===== src/rtl/dmem_port_arbiter_pkg.sv =====
// dmem_port_arbiter_pkg: shared tags, default parameters, boost FSM encodings and response record.
package dmem_port_arbiter_pkg;
   localparam logic TAG_IF = 1'b0;
   localparam logic TAG_DM = 1'b1;
   localparam int RD_LAT_DEF = 1;
   localparam int STARVE_MAX_DEF = 4;
   localparam logic PRI_DM = 1'b0;
   localparam logic BOOST_IF = 1'b1;
   typedef struct packed {
      logic valid;
      logic tag;
   } rsp_t;
endpackage


===== src/rtl/dmem_rsp_pipe.sv =====
// dmem_rsp_pipe: DEPTH-deep {valid, tag} shift register marking which requester owns each returning read.
module dmem_rsp_pipe
   import dmem_port_arbiter_pkg::*;
#(
   parameter int DEPTH = RD_LAT_DEF
) (
   input  logic clk,
   input  logic rst_n,
   input  logic valid_i,
   input  logic tag_i,
   output logic valid_o,
   output logic tag_o
);
   rsp_t [DEPTH-1:0] pipe_q;
   always_ff @(posedge clk or negedge rst_n) begin
      if (!rst_n) begin
         pipe_q <= '0;
      end else begin
         pipe_q[0] <= '{valid: valid_i, tag: tag_i};
         for (int i = 1; i < DEPTH; i++) pipe_q[i] <= pipe_q[i-1];
      end
   end
   assign valid_o = pipe_q[DEPTH-1].valid;
   assign tag_o = pipe_q[DEPTH-1].tag;
endmodule


===== src/rtl/dmem_port_arbiter.sv =====
// dmem_port_arbiter: shares one data-memory port between fetch and load/store with a fetch starvation guard.
// Defining DMEM_ARB_STAT_EN adds saturating conflict and boost-entry counters.
module dmem_port_arbiter
   import dmem_port_arbiter_pkg::*;
#(
   parameter int RD_LAT = RD_LAT_DEF,
   parameter int STARVE_MAX = STARVE_MAX_DEF
) (
   input  logic        clk,
   input  logic        rst_n,
   input  logic        if_req_i,
   input  logic [31:0] if_addr_i,
   output logic        if_gnt_o,
   output logic        if_rvalid_o,
   output logic [31:0] if_rdata_o,
   input  logic        dm_req_i,
   input  logic        dm_we_i,
   input  logic [3:0]  dm_be_n_i,
   input  logic [31:0] dm_addr_i,
   input  logic [31:0] dm_wdata_i,
   output logic        dm_gnt_o,
   output logic        dm_rvalid_o,
   output logic [31:0] dm_rdata_o,
`ifdef DMEM_ARB_STAT_EN
   output logic [31:0] stat_conflict_o,
   output logic [15:0] stat_boost_o,
`endif
   output logic        mem_req_o,
   output logic        mem_we_o,
   output logic [3:0]  mem_be_n_o,
   output logic [31:0] mem_addr_o,
   output logic [31:0] mem_wdata_o,
   input  logic        mem_ready_i,
   input  logic [31:0] mem_rdata_i
);
   localparam logic [3:0] SMAX = 4'(STARVE_MAX);
   logic       state_q, state_d;
   logic [3:0] starve_q, starve_d;
   logic       boost, sel_if, sel_dm, rsp_valid, rsp_tag;
   assign boost = state_q == BOOST_IF;
   assign sel_if = if_req_i & (~dm_req_i | boost);
   assign sel_dm = dm_req_i & ~sel_if;
   assign mem_req_o = sel_if | sel_dm;
   assign mem_we_o = sel_dm & dm_we_i;
   assign mem_be_n_o = sel_dm ? dm_be_n_i : 4'b0000;
   assign mem_addr_o = sel_if ? if_addr_i : sel_dm ? dm_addr_i : 32'h0;
   assign mem_wdata_o = sel_dm ? dm_wdata_i : 32'h0;
   assign if_gnt_o = sel_if & mem_ready_i;
   assign dm_gnt_o = sel_dm & mem_ready_i;
   // A grant or a withdrawn fetch request ends the starvation run; the counter rests at STARVE_MAX while boosted.
   always_comb begin
      state_d = state_q;
      starve_d = starve_q;
      if (if_gnt_o || !if_req_i) begin
         state_d = PRI_DM;
         starve_d = '0;
      end else if (state_q == PRI_DM) begin
         starve_d = starve_q + 4'd1;
         state_d = (starve_d == SMAX) ? BOOST_IF : PRI_DM;
      end
   end
   always_ff @(posedge clk or negedge rst_n) begin
      if (!rst_n) begin
         state_q <= PRI_DM;
         starve_q <= '0;
      end else begin
         state_q <= state_d;
         starve_q <= starve_d;
      end
   end
   dmem_rsp_pipe #(.DEPTH(RD_LAT)) u_rsp_pipe (
      .clk     (clk),
      .rst_n   (rst_n),
      .valid_i (mem_req_o & mem_ready_i & ~mem_we_o),
      .tag_i   (sel_dm ? TAG_DM : TAG_IF),
      .valid_o (rsp_valid),
      .tag_o   (rsp_tag)
   );
   assign if_rvalid_o = rsp_valid & (rsp_tag == TAG_IF);
   assign dm_rvalid_o = rsp_valid & (rsp_tag == TAG_DM);
   assign if_rdata_o = mem_rdata_i;
   assign dm_rdata_o = mem_rdata_i;
`ifdef DMEM_ARB_STAT_EN
   logic [31:0] conflict_q;
   logic [15:0] boost_cnt_q;
   always_ff @(posedge clk or negedge rst_n) begin
      if (!rst_n) begin
         conflict_q <= '0;
         boost_cnt_q <= '0;
      end else begin
         if (if_req_i && dm_req_i && !(&conflict_q)) conflict_q <= conflict_q + 32'd1;
         if (!boost && state_d == BOOST_IF && !(&boost_cnt_q)) boost_cnt_q <= boost_cnt_q + 16'd1;
      end
   end
   assign stat_conflict_o = conflict_q;
   assign stat_boost_o = boost_cnt_q;
`endif
endmodule


===== config.mk =====
export PLATFORM = sky130hd
export DESIGN_NAME = dmem_port_arbiter
export DESIGN_NICKNAME = d
export VERILOG_FILES = /design/src/rtl/dmem_port_arbiter_pkg.sv /design/src/rtl/dmem_rsp_pipe.sv /design/src/rtl/dmem_port_arbiter.sv
export SDC_FILE = /design/constraint.sdc
export NUM_CORES = 1
export LEC_CHECK = 0
export BUFFER_PORTS_ARGS = -buffer_cell sky130_fd_sc_hd__buf_2
export CORE_AREA = 2 2 107 109
export DETAILED_ROUTE_END_ITERATION = 16
export DIE_AREA = 0 0 109 111
export SLEW_MARGIN = 20
export SYNTH_ARGS = -nofsm -noshare
export SYNTH_HDL_FRONTEND = slang
export SYNTH_SLANG_ARGS = --single-unit

===== constraint.sdc =====
create_clock -name clk -period 1.6 [get_ports clk]
set_input_delay 0.16 -clock clk [delete_from_list [all_inputs] [get_ports clk]]
set_output_delay 0.16 -clock clk [all_outputs]
set_load 0.1 [all_outputs]

==> flow_summary.yaml <==
placed_design:
  port_buffers: 179
  place_congestion: 0.665
  dp_hpwl_mm: 5.13
floorplan:
  rows: 39
  die-area_um2: 12100
  die_x_um: 109
  start_util: 0.130
  die_h_um: 111
  core_area_um2: 11100
  io_pins: 276
clocking:
  numCtsBuffers: 3
  cts_buffer_depth: 2
  cts_tree: "yes"
  clock-sinks: 7
  clk_pin_slew_ns: 0.04
  clkLatencyLatePin_ns: 0.23
  htreeDepth: 1
  clockRootBuffer: "clkbuf_16"
flow_run:
  maxCapViolCount: 0
power:
  p_switching_mw: 1.30
  swShare: 0.506
  power_frac_clock: 0.165
  pwr-share-comb: 0.760
  ir_drop_v: 0.000539
  p_int_mw: 1.27
  cellLeakagePower_nw: 1.70
  power_density_nw_per_um2: 730
  p_seq_frac: 0.076
routing:
  first_pass_iters: 5
  final_antenna_net_count: 0
  drtIter0Drc: 47
  drc: 0
  viasPerCell: 3.77
  wl_per_cell_um: 15.2
  dr_total_vias: 1654
  finalWirelength_mm: 6.67
timing:
  setup_viol: 70
  finalWorstSetupSlack_ns: -0.0638
  fin_hold_ws_ns: 0.245
  worstMarginPinSlew_ns: 0.501
  hold_violations: 0
  slew_violations: 0
  fin_crit_sh: 1.04
  max_slew_margin: 0.662
  clock_skew_ns: 0.00234
  final.min_clock_period_ns: 1.66
  rsz0062_at_grt: "true"
  fmax_mhz: 601
  tns_ns: -2.87
logic_synthesis:
  syn_nets: 317
  ys_ff_latch: 7
  synth-warning-count: 0
  syn_area_um2: 1440
  synth.distinct_cells: 21
  synth_cells: 178
  ys_seq_area_frac: 0.122
  syn_avg_cell_area_um2: 8.09
global_routing:
  antenna_found_initial: 0
  grt_pass1_vias: 1683
  grt_usage: 0.0937
  grt_max_degree: 41
  grt-ovfl-total: 0
  grt_pass1_wl_mm: 8.83
setup_path:
  required_ns: 1.44
  start_kind: "flop"
  path_class: "reg2out"
  worstPathArrival_ns: 1.50
  path_max_fanout: 20
  crit_path_end_kind: "output pin"
cells_and_area:
  syn_to_final_growth_pct: 145
  antenna_cells_inserted: 0
  multiInputGateArea_um2: 923
  fillCellCount: 1108
  regArea_um2: 176
  drive_gt1_frac: 0.909
  fin_nets: 436
status:
  status: "complete, but fails checks"
  violations: "negative setup slack"
worst_hold_path:
  hold_path.class: "in2reg"
-- kinds of logic (layout without fill, tap and decap cells) --
group	count (synthesis)	count (layout)	share of synthesized area
buffers and inverters	77	195	0.401
AND/OR/NAND/NOR	53	53	0.223
AO/OA/AOI/OAI	36	36	0.220
flip-flops	7	7	0.122
XOR/XNOR	3	3	0.0182
adder cells (fa/ha/maj)	1	1	0.00869
multiplexers	1	1	0.00695
-- worst max-delay path, stage by stage, from the launching register on --
cell	delay, ns
dfrtp_2	0.44
a21boi_4	0.16
buf_12	0.15
clkbuf_16	0.17
and2_2	0.17
buf_12	0.17
-- layer usage --
layer | vias up | routed length (um) | GRT usage
met5 | - | 0 | 0
met4 | 0 | 144 | 0.0265
met3 | 24 | 552 | 0.0159
met2 | 89 | 3490 | 0.173
met1 | 773 | 2480 | 0.108
li1 | 768 | - | -
-- registers in the layout, indices dropped and copies added, names as in the netlist --
| register | flops |
|---|---|
| u_rsp_pipe.valid_o | 1 |
| starve_q | 4 |
| boost | 1 |
| u_rsp_pipe.tag_o | 1 |
-- layout make-up --
| type | instances | area share |
|---|---|---|
| Inverter | 1 | 0.00106 |
| Tap cell | 143 | 0.0507 |
| Multi-Input combinational cell | 94 | 0.262 |
| Timing Repair Buffer | 190 | 0.614 |
| Sequential cell | 7 | 0.0500 |
| Clock buffer | 4 | 0.0223 |
-- power by group through the flow --
stage          clock network [mW]  logic [mW]  registers [mW]
6_report                    0.425        1.96           0.195
5_1_grt                     0.442        2.01           0.197
4_1_cts                     0.426        1.88           0.195
3_5_place_dp                    0        1.86           0.197
3_3_place_gp                    0        1.84           0.196
2_1_floorplan                   0        1.88           0.195
-- final timing paths --
check | start | endpoint | slack (ns) | depth (start not counted)
min in group asynchronous | rst_n | starve_q[0]$_DFFE_PN0P_ | 0.29 | 2
min reg2reg | starve_q[3]$_DFFE_PN0P_ | starve_q[3]$_DFFE_PN0P_ | 0.56 | 2
min | mem_ready_i | u_rsp_pipe.valid_o$_DFF_PN0_ | 0.24 | 2
max reg2reg | boost$_DFF_PN0_ | starve_q[3]$_DFFE_PN0P_ | 0.45 | 4
max in group asynchronous | rst_n | boost$_DFF_PN0_ | 1.15 | 2
max | boost$_DFF_PN0_ | mem_wdata_o[1] | -0.06 | 5
-- placed cells by master (no fill, tap or decap), types with 2 or more instances in the layout --
cell / count
and2_2: 29
xor2_1: 2
clkbuf_16: 6
nor2_1: 6
buf_4: 2
dfrtp_1: 6
nor2b_1: 2
buf_2: 108
and2_4: 10
a22o_4: 16
buf_12: 75
nor2b_4: 2
a22o_2: 16
-- per-stage QoR --
stage / utilization / std cells / total power [mW] / instance area (um^2) / worst slack, ns
2_1_floorplan: - / 178 / 2.08 / 1530 / 0.0551
3_3_place_gp: 0.286 / 428 / 2.04 / 3170 / 0.191
3_5_place_dp: 0.286 / 428 / 2.06 / 3170 / 0.137
4_1_cts: 0.298 / 435 / 2.50 / 3300 / -0.0871
5_1_grt: 0.319 / 439 / 2.65 / 3530 / -0.102
6_report: 0.319 / 439 / 2.58 / 3530 / -0.0638
-- timing repair --
action,4_1_cts,5_1_grt
pin swaps,0,7
endpoints found under the hold margin,7,0
gates resized for setup,2,28
setup buffers,1,1
hold buffers,1,0
cloned,1,3
endpoints found under the setup margin,70,71
-- Yosys cell counts --
library cell	number	share of area
buf_6	5	0.039
and2_1	40	0.17
mux2i_1	1	0.0070
nor2b_2	1	0.0061
ha_1	1	0.0087
nor2b_1	4	0.017
o21a_1	1	0.0052
nor2_1	6	0.016
dfrtp_1	7	0.12
a21oi_1	1	0.0035
a22o_1	32	0.19
xor2_1	2	0.012
o21ai_0	1	0.0035
xnor2_1	1	0.0061
inv_1	1	0.0026
a21boi_4	1	0.013
buf_2	3	0.010
buf_4	65	0.34
nand4b_1	1	0.0061
or2_2	1	0.0043
clkbuf_2	3	0.010
No activity file was read; power rests on OpenSTA's default activity.
